File: src/rtl/sub16sat_pipe.sv
// Two-stage pipelined saturating subtractor r = a - b - bin with 8-bit / hi-nibble field split and clamp.
// Latency: operand accepted at edge k is presented on out_valid/r after edge k+1; one result per cycle.
// Backpressure: out_ready low holds r/bo/sat_flag; in_ready drops only when both stages are occupied.
//
// Ports:
//   sys_clk, rst        clock (rising edge) and synchronous active-high reset
//   in_valid/in_ready   operand handshake for a, b, bin, sat, eightbit, hicinh
//   out_valid/out_ready result handshake for r, bo, sat_flag
//   sat_count, cnt_clr  saturating count of clamped results delivered, synchronous clear
module sub16sat_pipe #(
    parameter int CNTW = 8
) (
    input  logic            sys_clk,
    input  logic            rst,
    input  logic            in_valid,
    output logic            in_ready,
    input  logic [15:0]     a,
    input  logic [15:0]     b,
    input  logic            bin,
    input  logic            sat,
    input  logic            eightbit,
    input  logic            hicinh,
    output logic            out_valid,
    input  logic            out_ready,
    output logic [15:0]     r,
    output logic            bo,
    output logic            sat_flag,
    output logic [CNTW-1:0] sat_count,
    input  logic            cnt_clr
);

    // ------------------------------------------------------------------
    // Handshake / pipeline control
    // ------------------------------------------------------------------
    logic s1_valid;
    logic s2_valid;
    logic s1_load;
    logic s2_load;
    logic out_hs;

    assign in_ready  = ~rst & (~s1_valid | ~s2_valid | out_ready);
    assign s1_load   = in_valid & in_ready;
    assign s2_load   = s1_valid & (~s2_valid | out_ready);
    assign out_valid = s2_valid;
    assign out_hs    = s2_valid & out_ready;

    // ------------------------------------------------------------------
    // Stage 1: low byte of a + ~b + ~bin. c8 is the raw carry out of bit 7,
    // kept separately because it is both the 8-bit-mode saturation carry and
    // (when not in 8-bit mode) the carry into bit 8.
    // ------------------------------------------------------------------
    logic [8:0] lo_sum;
    assign lo_sum = {1'b0, a[7:0]} + {1'b0, ~b[7:0]} + {8'd0, ~bin};

    logic [7:0] s1_a_hi;
    logic [7:0] s1_b_hi;
    logic [7:0] s1_lo;
    logic       s1_c8;
    logic       s1_b7;
    logic       s1_sat;
    logic       s1_eb;
    logic       s1_hc;

    always_ff @(posedge sys_clk) begin
        if (rst) begin
            s1_valid <= 1'b0;
            s1_a_hi  <= 8'd0;
            s1_b_hi  <= 8'd0;
            s1_lo    <= 8'd0;
            s1_c8    <= 1'b0;
            s1_b7    <= 1'b0;
            s1_sat   <= 1'b0;
            s1_eb    <= 1'b0;
            s1_hc    <= 1'b0;
        end else begin
            if (s1_load) begin
                s1_valid <= 1'b1;
                s1_a_hi  <= a[15:8];
                s1_b_hi  <= b[15:8];
                s1_lo    <= lo_sum[7:0];
                s1_c8    <= lo_sum[8];
                s1_b7    <= b[7];
                s1_sat   <= sat;
                s1_eb    <= eightbit;
                s1_hc    <= hicinh;
            end else if (s2_load) begin
                s1_valid <= 1'b0;
            end
        end
    end

    // ------------------------------------------------------------------
    // Stage 2 combinational: bits 8-11 and 12-15 with field-boundary carries.
    // A forced carry of 1 makes the upper field an independent a_f - b_f.
    // ------------------------------------------------------------------
    logic       cin8;
    logic       cin12;
    logic [4:0] mid_sum;
    logic [4:0] hi_sum;
    logic       c16;
    logic       btop;
    logic       ctop;
    logic       do_sat;
    logic [7:0] lo_res;
    logic [7:0] hi_res;

    assign cin8    = s1_eb | s1_c8;
    assign mid_sum = {1'b0, s1_a_hi[3:0]} + {1'b0, ~s1_b_hi[3:0]} + {4'd0, cin8};
    assign cin12   = s1_hc | mid_sum[4];
    assign hi_sum  = {1'b0, s1_a_hi[7:4]} + {1'b0, ~s1_b_hi[7:4]} + {4'd0, cin12};
    assign c16     = hi_sum[4];

    // Overflow when the delta sign agrees with the carry: b >= 0 with a borrow
    // (clamp to 0) or b < 0 with a carry (clamp to ones); ctop is the clamp value.
    assign btop   = s1_eb ? s1_b7 : s1_b_hi[7];
    assign ctop   = s1_eb ? s1_c8 : c16;
    assign do_sat = s1_sat & ~(btop ^ ctop);

    // In 8-bit mode the upper byte always keeps its raw field difference.
    assign lo_res = do_sat ? {8{ctop}} : s1_lo;
    assign hi_res = (do_sat & ~s1_eb) ? {8{ctop}} : {hi_sum[3:0], mid_sum[3:0]};

    // ------------------------------------------------------------------
    // Stage 2 registers: output holding register, only reloaded on advance so
    // r/bo/sat_flag stay stable while the consumer stalls.
    // ------------------------------------------------------------------
    always_ff @(posedge sys_clk) begin
        if (rst) begin
            s2_valid <= 1'b0;
            r        <= 16'h0000;
            bo       <= 1'b0;
            sat_flag <= 1'b0;
        end else begin
            if (s2_load) begin
                s2_valid <= 1'b1;
                r        <= {hi_res, lo_res};
                bo       <= ~c16;
                sat_flag <= do_sat;
            end else if (out_ready) begin
                s2_valid <= 1'b0;
            end
        end
    end

    // ------------------------------------------------------------------
    // Saturation event counter: counts delivered clamped results, sticks at
    // all-ones; clear has priority over a coincident increment.
    // ------------------------------------------------------------------
    always_ff @(posedge sys_clk) begin
        if (rst || cnt_clr) begin
            sat_count <= '0;
        end else if (out_hs && sat_flag && !(&sat_count)) begin
            sat_count <= sat_count + 1'b1;
        end
    end

endmodule

File: config.mk
export PLATFORM = sky130hd
export DESIGN_NAME = sub16sat_pipe
export DESIGN_NICKNAME = d
export VERILOG_FILES = /design/src/rtl/sub16sat_pipe.sv
export SDC_FILE = /design/constraint.sdc
export NUM_CORES = 1
export LEC_CHECK = 0
export ABC_AREA = 1
export BUFFER_PORTS_ARGS = -buffer_cell sky130_fd_sc_hd__buf_4
export CAP_MARGIN = 0
export CORE_MARGIN = 1.5
export CORE_UTILIZATION = 50
export DETAILED_ROUTE_END_ITERATION = 16
export GPL_ROUTABILITY_DRIVEN = 0
export HOLD_SLACK_MARGIN = 0.06
export PLACE_DENSITY = 0.77
export SYNTH_ARGS = -nofsm -noshare
export SYNTH_HDL_FRONTEND = slang
export SYNTH_SLANG_ARGS = --single-unit
File: constraint.sdc
create_clock -name sys_clk -period 3.65 [get_ports sys_clk]
set_input_delay 0.1825 -clock sys_clk [delete_from_list [all_inputs] [get_ports sys_clk]]
set_output_delay 0.1825 -clock sys_clk [all_outputs]
set_load 0.05 [all_outputs]
==> metrics <==
Row Count 27; cell-by-cell trace of the critical path nor2_1, fa_1, fa_1, nor2_1, a2111oi_0, fa_1, inv_1, fa_1, nand2_1, nand2_1, nand3_1, nand2_1, nand2_1, nand4_2, nand2_1, a21oi_1; hold slack roughly 0.092 ns; Fmax 323 MHz; CP Max Fanout 8; period utilization 84.8%; Syn Nets 430; post-synthesis cell count between 300 and 400; Most used DFF post-synth dfxtp_1; Pleak 1.77 nW; pin count of the biggest net entering global routing 47; clk slew on worst S/H paths 0.06 ns; H-Tree Depth 3; Final HPWL DP around 4500 um; area of the multi-input gates between 0.001 and 0.0015 mm2; # diodes 0; ANT nets after route 0; Peak VDD IR about 0.36 mV; PwrDens ~480 mW/mm2; status completed; max incr delay on CP around 0.43 ns; post-synthesis async set-or-reset flop share 0%; core area 0.00547 mm2; Slew HR between 30% and 40%; clk_lat worst skew 0.34 ns; clock skew roughly 0.009 ns; Slew @ Worst Pin ~1.0 ns; DP Area approximately 0.0034 mm2; post-place setup slack just under 0.6 ns; Port Buffers 68; Post-Syn Area approximately 0.0028 mm2; Layout Nets 509; CTS Root Cell clkbuf_8; TritonCTS clock tree done; initial antenna violation count 0; first-pass GRT wire length ~10,000 um; Max-cap violations 0; CP Capture Type flop; post-synthesis sequential element count 57; Final setup viols 0; vias in the first global route 2,455; layout cells sized above 1 approximately 21%; EDFF count, synth 0; width of the chip between 70 and 80 um; total track usage roughly 22%; startpoint types flop; Distinct cells, synth 34; wire length per cell approximately 12 um; I/O Pins roughly 70; fillers around 480; drt pass-1 iters 4; DRT iter0 DRCs 117; Setup TNS Final 0 ns; Hold Fails Final Rpt 0; critical setup path kind flop to flop; crit path DAT 3.31 ns; routed via count approximately 2,600; Total Power around 1.8 mW; Post-route DRC 0; post-layout instance count excluding filler cells ~530; die footprint 0.00610 mm2; GRT overflow 0; Detailed Route WL ~6300 um; FF+latch area around 0.0011 mm2; vias per inst between 5 and 6; cell family with most CP delay adder cells; Final Max Tran Viols 0; YS warnings 0; Yosys top cell area share between 40% and 50%; setup ws final about 0.56 ns; synthesized area per cell 7.64 um2; placed insts about 500; Slowest-stage cell, CP a2111oi_0; post-layout util between 60% and 70%; worst hold path class primary input to flop; Longest Clk Path Bufs 2; top cells by area, synth dfxtp_1, nand2_1, a21oi_1; CTS Buf Count 9; Seq/Total Area, Yosys roughly two fifths; most used cell, CP nand2_1; WP buf/inv 1; post-route design area between 0.003 and 0.004 mm2; DIE HEIGHT about 78 um; biggest area consumer among synthesized cells dfxtp_1; P&R area growth vs syn 32.0%; RSZ-0062 raised after global routing no; Starting Density around half; # clock sinks 57; CP required between 3 and 4 ns; Final min period between 3 and 4 ns
cell usage after synthesis, types with 2 or more instances:
cell      number
a21oi_1       45
buf_2          3
clkbuf_1       6
dfxtp_1       57
fa_1           6
ha_1          14
inv_1         43
nand2_1       78
nand3_1       26
nand4_1        4
nor2_1        14
nor3_1         2
o21ai_0       42
o21ai_1        2
xnor2_1        3
xor2_1         6
worst min-delay path, cell delays in order:
cell	delay, ns
buf_4	0.09
nor2_1	0.04
nor2_1	0.07
sequential cells by signal, summed over array words and instances, names as in the netlist, 8 cells and up:
signal     flops
s1_a_hi        8
sat_count      8
s1_b_hi        8
r             16
s1_lo          8
layer usage:
layer | vias up | track usage, % | wire, um
li1 | 1374 | - | -
met1 | 1163 | 25.7 | 2830
met2 | 80 | 36.1 | 3010
met3 | 14 | 5.70 | 350
met4 | 0 | 10.4 | 128
met5 | - | 0 | 0
repair_timing:
action | in CTS | in global routing
resized for setup | 0 | 0
endpoints found under the hold margin | 11 | 0
hold buffers | 10 | 0
buffers inserted | 0 | 0
cell families (layout without fill, tap and decap cells):
group / count (synthesis) / count (layout) / synth area share, %
DFF: 57 / 57 / 40.5
buffers and inverters: 58 / 142 / 8.16
xor gates and xnor gates: 9 / 9 / 2.80
AOI/OAI and AO/OA: 96 / 96 / 18.0
adders and majority gates: 20 / 20 / 10.5
and+or+nand+nor: 129 / 129 / 20.1
power breakdown:
group | internal [mW] | switching, mW | total, mW | leakage, nW
Combinational | 0.143 | 0.224 | 0.368 | 1.18
Sequential | 0.667 | 0.0262 | 0.693 | 0.469
Clock | 0.471 | 0.250 | 0.721 | 0.120
Total | 1.28 | 0.501 | 1.78 | 1.77
worst paths after layout:
kind                               start        to  slack, ns  cells after the start
worst max-delay path               s1_eb     r[10]       0.56                     16
worst min-delay path            in_valid  s1_valid       0.09                      3
worst max register to register     s1_eb     r[10]       0.56                     16
worst min register to register  s1_lo[7]      r[7]       0.45                      2
final cells by class:
cell class | instances | area share (%)
clock buffers | 11 | 3.80
clock inverters | 5 | 2.76
inverters | 47 | 4.84
multi-input cells | 254 | 38.9
flip-flops and latches | 57 | 30.7
well taps | 72 | 2.42
repair buffers | 79 | 16.6
placed cells by master (no fill, tap or decap), types with 6 or more instances in the layout:
cell type,n
fa_1,6
nand3_1,26
buf_4,69
clkbuf_8,10
ha_1,14
o21ai_0,42
inv_1,43
a21oi_1,45
xor2_1,6
nor2_1,14
dfxtp_1,57
nand2_1,78
dlygate4sd3_1,10
(Power assumes the default switching activity.)
